File: src/rtl/dmem_arbiter.sv
// dmem_arbiter: shares one single-port synchronous data RAM between the
// CPU MEM stage and a debug/loader port. Each access takes three cycles
// (arbitrate, RAM access, response). Fixed CPU priority by default;
// defining DMEM_ARB_RR_EN switches simultaneous requests to round-robin.
`timescale 1ns/1ps

module dmem_arbiter (
    input  logic        cpu_clk_50M,
    input  logic        cpu_rst,
    input  logic        cpu_ce,
    input  logic [31:0] cpu_addr,
    input  logic [3:0]  cpu_we,
    input  logic [31:0] cpu_din,
    output logic        cpu_stall,
    output logic [31:0] cpu_rdata,
    input  logic        dbg_req,
    input  logic [31:0] dbg_addr,
    input  logic [3:0]  dbg_we,
    input  logic [31:0] dbg_din,
    output logic        dbg_ack,
    output logic [31:0] dbg_rdata,
    output logic        ram_ce,
    output logic [3:0]  ram_we,
    output logic [31:0] ram_addr,
    output logic [31:0] ram_din,
    input  logic [31:0] ram_dout
);

    typedef enum logic [1:0] {
        IDLE    = 2'd0,
        CPU_ACC = 2'd1,
        DBG_ACC = 2'd2,
        RESP    = 2'd3
    } state_t;

    typedef enum logic {
        OWN_CPU = 1'b0,
        OWN_DBG = 1'b1
    } owner_t;

    state_t      state;
    state_t      state_next;
    owner_t      owner;
    owner_t      owner_next;
    logic        acc_read;
    logic        grant_dbg;
    logic        resp_cpu_read;
    logic        resp_dbg_read;
    logic [31:0] cpu_rdata_q;
    logic [31:0] dbg_rdata_q;

`ifdef DMEM_ARB_RR_EN
    owner_t last_grant;

    // Arbitration: on a tie the requester that did not win last time is served.
    always_comb begin
        grant_dbg = dbg_req && (!cpu_ce || (last_grant == OWN_CPU));
    end

    // Remember who won the most recent grant made from IDLE.
    always_ff @(posedge cpu_clk_50M) begin
        if (cpu_rst) begin
            last_grant <= OWN_DBG;
        end else if ((state == IDLE) && (cpu_ce || dbg_req)) begin
            last_grant <= grant_dbg ? OWN_DBG : OWN_CPU;
        end
    end
`else
    // Arbitration: the CPU always wins a tie so the pipeline is never starved.
    always_comb begin
        grant_dbg = dbg_req && !cpu_ce;
    end
`endif

    // State and owner registers; reset abandons any access in flight.
    always_ff @(posedge cpu_clk_50M) begin
        if (cpu_rst) begin
            state <= IDLE;
            owner <= OWN_CPU;
        end else begin
            state <= state_next;
            owner <= owner_next;
        end
    end

    // Next-state logic: grant from IDLE, then one access cycle and one response cycle.
    always_comb begin
        state_next = state;
        owner_next = owner;
        case (state)
            IDLE: begin
                if (cpu_ce || dbg_req) begin
                    if (grant_dbg) begin
                        state_next = DBG_ACC;
                        owner_next = OWN_DBG;
                    end else begin
                        state_next = CPU_ACC;
                        owner_next = OWN_CPU;
                    end
                end
            end
            CPU_ACC: state_next = RESP;
            DBG_ACC: state_next = RESP;
            RESP:    state_next = IDLE;
            default: state_next = IDLE;
        endcase
    end

    // RAM port: driven from the owner's inputs only during the access cycle, zero otherwise.
    always_comb begin
        ram_ce   = 1'b0;
        ram_we   = 4'b0000;
        ram_addr = 32'h0000_0000;
        ram_din  = 32'h0000_0000;
        case (state)
            CPU_ACC: begin
                ram_ce   = 1'b1;
                ram_we   = cpu_we;
                ram_addr = cpu_addr;
                ram_din  = cpu_din;
            end
            DBG_ACC: begin
                ram_ce   = 1'b1;
                ram_we   = dbg_we;
                ram_addr = dbg_addr;
                ram_din  = dbg_din;
            end
            default: begin
                ram_ce   = 1'b0;
            end
        endcase
    end

    // Remember whether the access just issued was a read, so RESP knows to capture data.
    always_ff @(posedge cpu_clk_50M) begin
        if (cpu_rst) begin
            acc_read <= 1'b0;
        end else if (ram_ce) begin
            acc_read <= (ram_we == 4'b0000);
        end
    end

    // Response-cycle qualifiers shared by the data capture and the output bypass.
    always_comb begin
        resp_cpu_read = (state == RESP) && (owner == OWN_CPU) && acc_read;
        resp_dbg_read = (state == RESP) && (owner == OWN_DBG) && acc_read;
    end

    // Read data holding registers, updated only by a completed read of their owner.
    always_ff @(posedge cpu_clk_50M) begin
        if (cpu_rst) begin
            cpu_rdata_q <= 32'h0000_0000;
            dbg_rdata_q <= 32'h0000_0000;
        end else begin
            if (resp_cpu_read) begin
                cpu_rdata_q <= ram_dout;
            end
            if (resp_dbg_read) begin
                dbg_rdata_q <= ram_dout;
            end
        end
    end

    // Requester-facing outputs; read data is forwarded in the response cycle so it
    // is already valid when the stall drops, and held from the register afterwards.
    always_comb begin
        cpu_stall = cpu_ce && !((state == RESP) && (owner == OWN_CPU));
        dbg_ack   = (state == RESP) && (owner == OWN_DBG);
        cpu_rdata = resp_cpu_read ? ram_dout : cpu_rdata_q;
        dbg_rdata = resp_dbg_read ? ram_dout : dbg_rdata_q;
    end

endmodule

File: config.mk
export PLATFORM = sky130hd
export DESIGN_NAME = dmem_arbiter
export DESIGN_NICKNAME = d
export VERILOG_FILES = /design/src/rtl/dmem_arbiter.sv
export SDC_FILE = /design/constraint.sdc
export NUM_CORES = 1
export LEC_CHECK = 0
export BUFFER_PORTS_ARGS = -buffer_cell sky130_fd_sc_hd__buf_2
export CORE_AREA = 2 2 117 119
export CTS_BUF_LIST = sky130_fd_sc_hd__clkbuf_8 sky130_fd_sc_hd__clkbuf_16
export CTS_CLUSTER_SIZE = 30
export DETAILED_ROUTE_END_ITERATION = 7
export DIE_AREA = 0 0 119 121
export HOLD_SLACK_MARGIN = 0.02
export MAX_ROUTING_LAYER = met4
export PLACE_DENSITY = 0.61
export SLEW_MARGIN = 30
export SYNTH_ARGS = -nofsm -noshare
export SYNTH_HDL_FRONTEND = slang
export SYNTH_SLANG_ARGS = --single-unit
File: constraint.sdc
create_clock -name cpu_clk_50M -period 3.7 [get_ports cpu_clk_50M]
set_input_delay 0.37 -clock cpu_clk_50M [delete_from_list [all_inputs] [get_ports cpu_clk_50M]]
set_output_delay 0.37 -clock cpu_clk_50M [all_outputs]
set_load 0.02 [all_outputs]
==> results of run 1 <==
-- layout make-up --
| class | count | area [um2] | share of cell area (%) |
|---|---|---|---|
| inverters | 4 | 15.0 | 0.254 |
| well taps | 176 | 220 | 3.73 |
| clock buffers | 9 | 225 | 3.81 |
| multi-input cells | 285 | 2360 | 40.0 |
| clock inverters | 7 | 146 | 2.48 |
| flip-flops and latches | 68 | 1360 | 23.0 |
| repair buffers | 312 | 1580 | 26.7 |
-- flip-flops by register name (all words and copies together) (netlist names) --
register / count
cpu_rdata_q: 32
dbg_rdata_q: 32
state: 2
acc_read: 1
owner: 1
-- worst max-delay path by stage --
stage / endpoint / start / slack [ns]
after detailed placement: dbg_rdata[4] / state[1] / 1.04
after floorplan: ram_addr[27] / state[0] / 1.84
after global placement: dbg_rdata[3] / state[0] / 1.11
final: dbg_rdata[7] / state[1] / 0.72
after global routing: dbg_rdata[7] / state[1] / 0.58
after CTS: dbg_rdata[7] / state[1] / 0.69
-- worst max-delay path, stage by stage (launching register included) --
cell     delay, ns
dfxtp_1       0.38
ha_1          0.28
nand3_2       0.64
buf_4         0.47
mux2_4        0.33
buf_2         0.16
-- routing by layer --
metal  vias up  part of all wire [%]  GRT usage (%)
met4         0                   1.8           6.10
met1      1945                    39           22.9
met2       192                    51           35.6
met5         -                     0              -
li1       1945                     -              -
met3        14                   7.3           4.79
-- layout by cell type, fill, tap and decap left out, types with 4 or more instances in the layout --
| cell type | Yosys | routed |
|---|---|---|
| mux2_1 | 12 | 12 |
| clkbuf_16 | 0 | 9 |
| a22oi_1 | 68 | 68 |
| mux2_4 | 26 | 26 |
| buf_2 | 4 | 305 |
| inv_1 | 4 | 4 |
| nor2b_4 | 4 | 4 |
| bufinv_16 | 0 | 4 |
| buf_4 | 0 | 7 |
| dfxtp_1 | 68 | 68 |
| a21oi_1 | 5 | 5 |
| mux2_2 | 26 | 26 |
| nor2b_1 | 129 | 129 |
-- power by group --
group	leakage, nW	switching, W	internal [W]
registers	0.548	0.0000100	0.000743
logic	2.36	0.000401	0.000284
clock network	0.181	0.000326	0.000732
-- cell families after synthesis --
family | count (synthesis) | synth area share (%)
AO/OA/AOI/OAI | 78 | 14.6
buffers and inverters | 40 | 5.11
flip-flops | 68 | 34.7
multiplexers | 64 | 20.9
AND/OR/NAND/NOR | 139 | 23.4
adder cells (fa/ha/maj) | 4 | 1.28
-- per-stage QoR --
step	setup WS (ns)	util, %	hold WS, ns	std cells
2_1_floorplan	1.84	-	0.470	393
3_3_place_gp	1.11	42.3	0.530	845
3_5_place_dp	1.04	42.3	0.535	845
4_1_cts	0.695	45.1	0.252	861
5_1_grt	0.577	45.2	0.274	861
6_report	0.721	45.2	0.268	861
==> metrics.txt, run 1 <==
hold endpoint=owner; CTS Root Cell=clkbuf_16; routability cong.=0.913; Routed WL per cell=17.3 um; cell area after layout=5910 um2; leak pwr=3.08 nW; Crit. End Element=primary output; hold_sp=cpu_ce; Mapped Area=3920 um2; FF+latch count, synth=68; initial antenna violation count=0; final slew viol count=0; Die Wd=119 um; Tot Pwr=0.00250 W; Synth area leaders=dfxtp_1 (35%), nor2b_1 (21%), a22oi_1 (13%); CP required=3.33 ns; Yosys Warn Count=0; Synth Net Count=569; Tcrit/Tclk final=80.5%; worst reg2reg path endpoint=dbg_rdata_q[7]; core area=13,100 um2; Die Ht=121 um; drt total wl=14.9 mm; worst r2r src=state[1]; setup TNS=0 ns; worst-path maximum fanout=23; ant diodes=0; WP data arrival=2.61 ns; DR iter-0 viols=182; Max VDD drop=0.164 mV; drt drc=0; Period minus WS final=2.98 ns; Post-DP Area=5540 um2; CTS tree=yes; critical path launch point type=flop; Slew headroom=45.2%; Avg Cell Area, Syn=9.97 um2; hold_buf cts=0; Rows=42; final-report hold violation count=0; Hold Crit Class=in -> reg; post-CTS setup buffer count=0; total grt overflow=0; share of cells above drive strength 1=56.8%; Worst-Skew Late Latency=0.33 ns; Synth Instances=393; worst-margin pin slew=0.822 ns; Die Area=14,400 um2; Initial Utilization=29.9%; vias per cell=4.76; synth cell count leaders=nor2b_1 (129), a22oi_1 (68), dfxtp_1 (68); Antenna Violating Nets Remaining=0; register area share after synthesis=34.7%; most frequent cell after synthesis=nor2b_1; Pwr Density=422 nW/um2; H-tree Lvls=3; Yosys top cell by area=dfxtp_1; Async SR Flop Fraction=0%; CTS Sinks=68; vias=4,096; PostCTS Resize Cnt=0; I/O pin total=307; outcome=finished, final reports clean; synthesis-to-finish area growth=50.8%; largest net degree at the start of global routing=72; Num CTS Buffers=9; r2r worst-path depth=5; Pre-antenna DRT Iters=4; MaxCap Viol Count=0; port bufs=306; vias in the first global route=3,995; clk buf depth=2; first-pass GRT wire length=21.7 mm; Distinct cells, synth=22; Crit Path Class=reg -> out; clock skew=0.00543 ns; Synth top area share=34.7%; Worst Hold Depth=2; GRT Total Usage=20.2%; RSZ-0062 raised after global routing=false; EDFF count, synth=0; clock transition at the registers of the reported paths=0.06 ns; # nets final=856; final setup fails=0; Max Freq=336 MHz; hpwl dp=12.0 mm; fill count=1,270; top_reg_cell synth=dfxtp_1; R2R setup slack=1.31 ns
Power figures use the tool's default switching activity.
==> run 2, diff against run 1 <==
- CORE_AREA: 2 2 117 119 -> 2 2 118 120
- DIE_AREA: 0 0 119 121 -> 0 0 120 122
- PLACE_DENSITY: 0.61 -> 0.6
- clock period: 3.7 -> 3.02 ns (I/O delays scaled with it)
==> run 2 against run 1 <==
Against the previous run: power grew 13%; global-route usage down 0.93 points; routed wire length decreased by 2.6%; combinational power grew 20%; clock power barely moved; clock skew up 0.0026 ns; core utilization decreased by 1.6 points; sequential share of layout area up 0.12 points; final area is 0.51% lower; sequential power increased by 23%; non-clock buffer count fell by 1; worst hold slack worse by 0.075 ns; highest routed layer unchanged; critical path type unchanged.
==> metrics.txt, run 2 (synthesis gave the netlist of run 1 again) <==
worst-margin pin slew=0.751 ns (was 0.822 ns); leak pwr=3.07 nW (was 3.08 nW); clk buf depth=2 (unchanged); cell family with most CP delay=buffers and inverters (was simple AND/OR/NAND/NOR gates); WP data arrival=2.18 ns (was 2.61 ns); Die Wd=120 um (was 119 um); Routed WL per cell=16.7 um (was 17.3 um); Max VDD drop=0.271 mV (was 0.164 mV); vias in the first global route=3,827 (was 3,995); CTS Sinks=68 (unchanged); Max Freq=402 MHz; MaxCap Viol Count=0 (unchanged); Critical Path Sink=ram_addr[27] (was dbg_rdata[7]); switch share=30.2% (was 29.5%); worst r2r src=state[1] (unchanged); hpwl dp=11.6 mm (was 12.0 mm); clock share of power=37.8% (was 42.4%); CP required=2.72 ns (was 3.33 ns); Largest regs=cpu_rdata_q: 32 flops, dbg_rdata_q: 32 flops, state: 2 flops (unchanged); synthesis-to-finish area growth=50.0% (was 50.8%); Hold Crit Class=in -> reg (unchanged); r2r worst-path depth=4 (was 5); Period minus WS final=2.49 ns; Rows=43 (was 42); Die Area=14,600 um2 (was 14,400 um2); final core utilization=43.5% (was 45.2%); core area=13,500 um2 (was 13,100 um2); Pwr Density=478 nW/um2 (was 422 nW/um2); CP startpoint=state[1] (unchanged); cell internal pwr=0.00196 W (was 0.00176 W); GRT Total Usage=19.3% (was 20.2%); CP Cell Sequence=inv_1 -> ha_2 -> buf_4 -> a22oi_1 -> nor2b_1 -> buf_2 (was ha_1 -> nand3_2 -> buf_4 -> mux2_4 -> buf_2); PostCTS Resize Cnt=0 (unchanged); DR iter-0 viols=192 (was 182); Slew headroom=49.9% (was 45.2%); Crit Path Class=reg -> out (unchanged); Antenna Violating Nets Remaining=0 (unchanged); I/O pin total=307 (unchanged); final-report hold violation count=0 (unchanged); CTS Root Cell=clkbuf_16 (unchanged); clock transition at the registers of the reported paths=0.05 ns (was 0.06 ns); RSZ-0062 raised after global routing=false (unchanged); post-CTS setup buffer count=0 (unchanged); worst path bufs/invs=3 (was 2); worst-path maximum fanout=69 (was 23); combinational power share=29.3% (was 27.4%); critical path launch point type=flop (unchanged); Sequential Power Share=32.9% (was 30.2%); drt drc=0 (unchanged); # nets final=855 (was 856); final slew viol count=0 (unchanged); share of cells above drive strength 1=56.6% (was 56.8%); Die Ht=122 um (was 121 um); first-pass GRT wire length=20.9 mm (was 21.7 mm); Tot Pwr=0.00281 W (was 0.00250 W); outcome=finished, final reports clean (unchanged); Tcrit/Tclk final=82.3%; Psw=0.000849 W (was 0.000737 W); setup TNS=0 ns (unchanged); vias=4,052 (was 4,096); fill count=1,364 (was 1,270); R2R setup slack=1.16 ns (was 1.31 ns); most common cell after layout, fill and taps aside=buf_2 (unchanged); routability cong.=0.880 (was 0.913); total grt overflow=0 (unchanged); vias per cell=4.67 (was 4.76); Initial Utilization=29.0% (was 29.9%); largest net degree at the start of global routing=73 (was 72); Worst-Skew Late Latency=0.32 ns (was 0.33 ns); H-tree Lvls=3 (unchanged); hold_buf cts=0 (unchanged); final setup fails=0 (unchanged); Num CTS Buffers=9 (unchanged); Pre-antenna DRT Iters=7 (was 4); port bufs=306 (unchanged); drt total wl=14.5 mm (was 14.9 mm); CTS tree=yes (unchanged); largest stage delay on the critical path=0.53 ns (was 0.64 ns); commonest non-fill, non-tap cells in the layout=buf_2 (306), nor2b_1 (129), a22oi_1 (68), dfxtp_1 (68) (was buf_2 (305), nor2b_1 (129), a22oi_1 (68), dfxtp_1 (68)); WP depth=6 (was 5); Crit. End Element=primary output (unchanged); worst reg2reg path endpoint=cpu_rdata_q[19] (was dbg_rdata_q[7]); initial antenna violation count=2 (was 0); clock skew=0.00799 ns (was 0.00543 ns); Worst path slowest cell=buf_4 (was nand3_2)
[run 2: through the flow]
stage | instance area, um2 | instances | hold WS (ns) | setup slack (ns)
floorplan | 3920 | 393 | 0.402 | 1.23
global placement | 5560 | 848 | 0.521 | 0.979
detailed placement | 5560 | 848 | 0.524 | 0.900
CTS | 5870 | 864 | 0.176 | 0.546
global route | 5880 | 866 | 0.192 | 0.410
finish | 5880 | 867 | 0.192 | 0.533
[run 2: power groups by stage]
stage               Clock (W)  Combinational, W  Sequential [W]
floorplan                   0          0.000524        0.000940
global placement            0          0.000813        0.000941
detailed placement          0          0.000826        0.000943
CTS                   0.00109          0.000827        0.000923
global route          0.00113          0.000888        0.000924
finish                0.00106          0.000824        0.000924
[run 2: worst min path at each step]
stage | start | endpoint | slack, ns | cells past startpoint
2_1_floorplan | cpu_ce | owner | 0.40 | 1
3_3_place_gp | cpu_ce | owner | 0.52 | 2
3_5_place_dp | cpu_ce | owner | 0.52 | 2
4_1_cts | cpu_ce | owner | 0.18 | 2
5_1_grt | cpu_ce | owner | 0.19 | 2
6_report | cpu_ce | owner | 0.19 | 2
[run 2: layout make-up]
class	instances	area [um2]	area share, %
clock buffers	12	267	4.53
repair buffers	311	1590	27.1
flip-flops and latches	68	1360	23.2
inverters	4	15.0	0.255
diodes	3	7.51	0.128
multi-input cells	285	2360	40.2
well taps	180	225	3.83
clock inverters	4	47.5	0.809
[run 2: routing by layer]
| metal | share of wire [%] | global-route usage, % | vias to the layer above |
|---|---|---|---|
| met4 | 1.6 | 5.29 | 0 |
| met5 | 0 | - | - |
| met3 | 6.9 | 4.31 | 13 |
| met1 | 38 | 21.6 | 1909 |
| li1 | - | - | 1946 |
| met2 | 53 | 34.6 | 184 |
==> run 3, diff against run 2 <==
- clock period: 3.02 -> 2.6 ns (I/O delays scaled with it)
==> run 3 against run 2 <==
Against the previous run: sequential share of layout area down 0.12 points; die area unchanged; critical endpoint is now cpu_rdata[13]; core utilization grew 0.23 points; critical path type unchanged.
==> metrics.txt, run 3 (synthesis gave the netlist of run 1 again) <==
Die Wd=120 um (unchanged); Largest regs=cpu_rdata_q: 32 flops, dbg_rdata_q: 32 flops, state: 2 flops (unchanged); routability cong.=0.896 (was 0.880); M3 GR Usage=5.66% (was 4.31%); worst-path maximum fanout=32 (was 69); vias=4,055 (was 4,052); Max Freq=409 MHz; Die Ht=122 um (unchanged); vias per cell=4.67 (about the same); largest net degree at the start of global routing=73 (unchanged); leak pwr=3.09 nW (was 3.07 nW); R2R setup slack=0.63 ns (was 1.16 ns); Max VDD drop=0.295 mV (was 0.271 mV); Worst Hold Depth=2 (unchanged); setup TNS=0 ns (unchanged); Slew headroom=47.3% (was 49.9%); hold_sp=cpu_ce (unchanged); clk buf depth=2 (unchanged); met1 GRT Util=21.5% (was 21.6%); worst reg2reg path endpoint=cpu_rdata_q[13] (was cpu_rdata_q[19]); CTS Root Cell=clkbuf_16 (unchanged); dpl cells=850 (was 848); Hold Crit Class=in -> reg (unchanged); final-report hold violation count=0 (unchanged); H-tree Lvls=3 (unchanged); critical path launch point type=flop (unchanged); hold endpoint=owner (unchanged); fill count=1,391 (was 1,364); outcome=finished, final reports clean (unchanged); final slew viol count=0 (unchanged); CTS tree=yes (unchanged); worst path bufs/invs=1 (was 3); first-pass GRT wire length=21.8 mm (was 20.9 mm); Post-DP Area=5590 um2 (was 5560 um2); post-CTS setup buffer count=0 (unchanged); Routed WL per cell=17.4 um (was 16.7 um); cell family with most CP delay=multiplexers (was buffers and inverters); Worst path slowest cell=mux2_1 (was buf_4); total grt overflow=0 (unchanged); setup ws final=0.153 ns (was 0.533 ns); final setup fails=0 (unchanged); drt total wl=15.1 mm (was 14.5 mm); share of cells above drive strength 1=56.4% (was 56.6%); worst r2r src=state[0] (was state[1]); Tcrit/Tclk final=94.1%; I/O pin total=307 (unchanged); WP data arrival=2.19 ns (was 2.18 ns); port bufs=306 (unchanged); # nets final=857 (was 855); final non-filler cell total=868 (was 867); Crit. End Element=primary output (unchanged); Crit Path Class=reg -> out (unchanged); clock transition at the registers of the reported paths=0.05 ns (about the same); Num CTS Buffers=9 (unchanged); MaxCap Viol Count=0 (unchanged); initial antenna violation count=2 (unchanged); Pwr Density=563 nW/um2 (was 478 nW/um2); RSZ-0062 raised after global routing=false (unchanged); worst-margin pin slew=0.790 ns (was 0.751 ns); Worst-Skew Late Latency=0.33 ns (was 0.32 ns); clock skew=0.00355 ns (was 0.00799 ns); DR iter-0 viols=190 (was 192); CP Cell Sequence=ha_1 -> nand3b_4 -> mux2_1 -> buf_2 (was inv_1 -> ha_2 -> buf_4 -> a22oi_1 -> nor2b_1 -> buf_2); global routing's busiest layer=met2 (unchanged); largest stage delay on the critical path=0.51 ns (was 0.53 ns); Rows=43 (unchanged); hpwl dp=12.1 mm (was 11.6 mm); Initial Utilization=29.0% (unchanged); Die Area=14,600 um2 (unchanged); synthesis-to-finish area growth=50.8% (was 50.0%); Period minus WS final=2.45 ns; r2r worst-path depth=4 (unchanged); commonest non-fill, non-tap cells in the layout=buf_2 (306), nor2b_1 (129), a22oi_1 (68), dfxtp_1 (68) (unchanged); hold_buf cts=0 (unchanged); GRT Total Usage=20.2% (was 19.3%); CP required=2.34 ns (was 2.72 ns); most common cell after layout, fill and taps aside=buf_2 (unchanged); GR Util met2=35.7% (was 34.6%); drt drc=0 (unchanged); CTS Sinks=68 (unchanged); Pre-antenna DRT Iters=4 (was 7); vias in the first global route=3,946 (was 3,827); Place WS=0.454 ns (was 0.900 ns); cell area after layout=5910 um2 (was 5880 um2); core area=13,500 um2 (unchanged); Antenna Violating Nets Remaining=0 (unchanged)
## run 3: cell types whose count changed in the layout (fill, tap and decap cells not counted), sizes merged
| cell | before | now |
|---|---|---|
| clkbuf | 12 | 9 |
| buf | 311 | 313 |
| inv | 5 | 7 |
| bufinv | 1 | 2 |
| diode | 3 | 2 |
## run 3: layout make-up
type / instances / area [um2] / area share [%]
Clock inverter: 7 / 85.1 / 1.44
Sequential cell: 68 / 1360 / 23.0
Antenna cell: 2 / 5.00 / 0.0847
Multi-Input combinational cell: 285 / 2370 / 40.1
Tap cell: 180 / 225 / 3.81
Clock buffer: 9 / 225 / 3.81
Timing Repair Buffer: 313 / 1620 / 27.4
Inverter: 4 / 15.0 / 0.254
## run 3: timing repair
action                                  CTS  global route
resized for setup                         0             1
endpoints found under the setup margin    0             1
endpoints found under the hold margin     0             0
## run 3: worst max path at each step
stage,start,endpoint,slack (ns),cells after the start
floorplan,state[0],ram_addr[27],0.85,4
global placement,state[1],ram_addr[27],0.46,6
detailed placement,state[1],ram_addr[27],0.45,6
CTS,state[1],ram_addr[27],0.09,6
global route,state[0],cpu_rdata[13],0.04,4
finish,state[0],cpu_rdata[13],0.15,4
## run 3: report_power, final
part	leakage (nW)	internal (W)	switching [W]
sequential	0.548	0.00106	0.0000164
clock	0.163	0.000828	0.000433
combinational	2.37	0.000427	0.000568
## run 3: routing by layer
layer,vias to the layer above,share of wire (%)
met2,184,52
met4,0,2.8
li1,1950,-
met1,1901,38
met3,20,6.9
met5,-,0
## run 3: through the flow
step	utilization [%]	power, W	hold slack, ns
6_report	43.8	0.00333	0.150
5_1_grt	43.8	0.00349	0.161
4_1_cts	43.7	0.00337	0.134
3_5_place_dp	41.4	0.00209	0.485
3_3_place_gp	41.4	0.00208	0.478
2_1_floorplan	-	0.00170	0.360
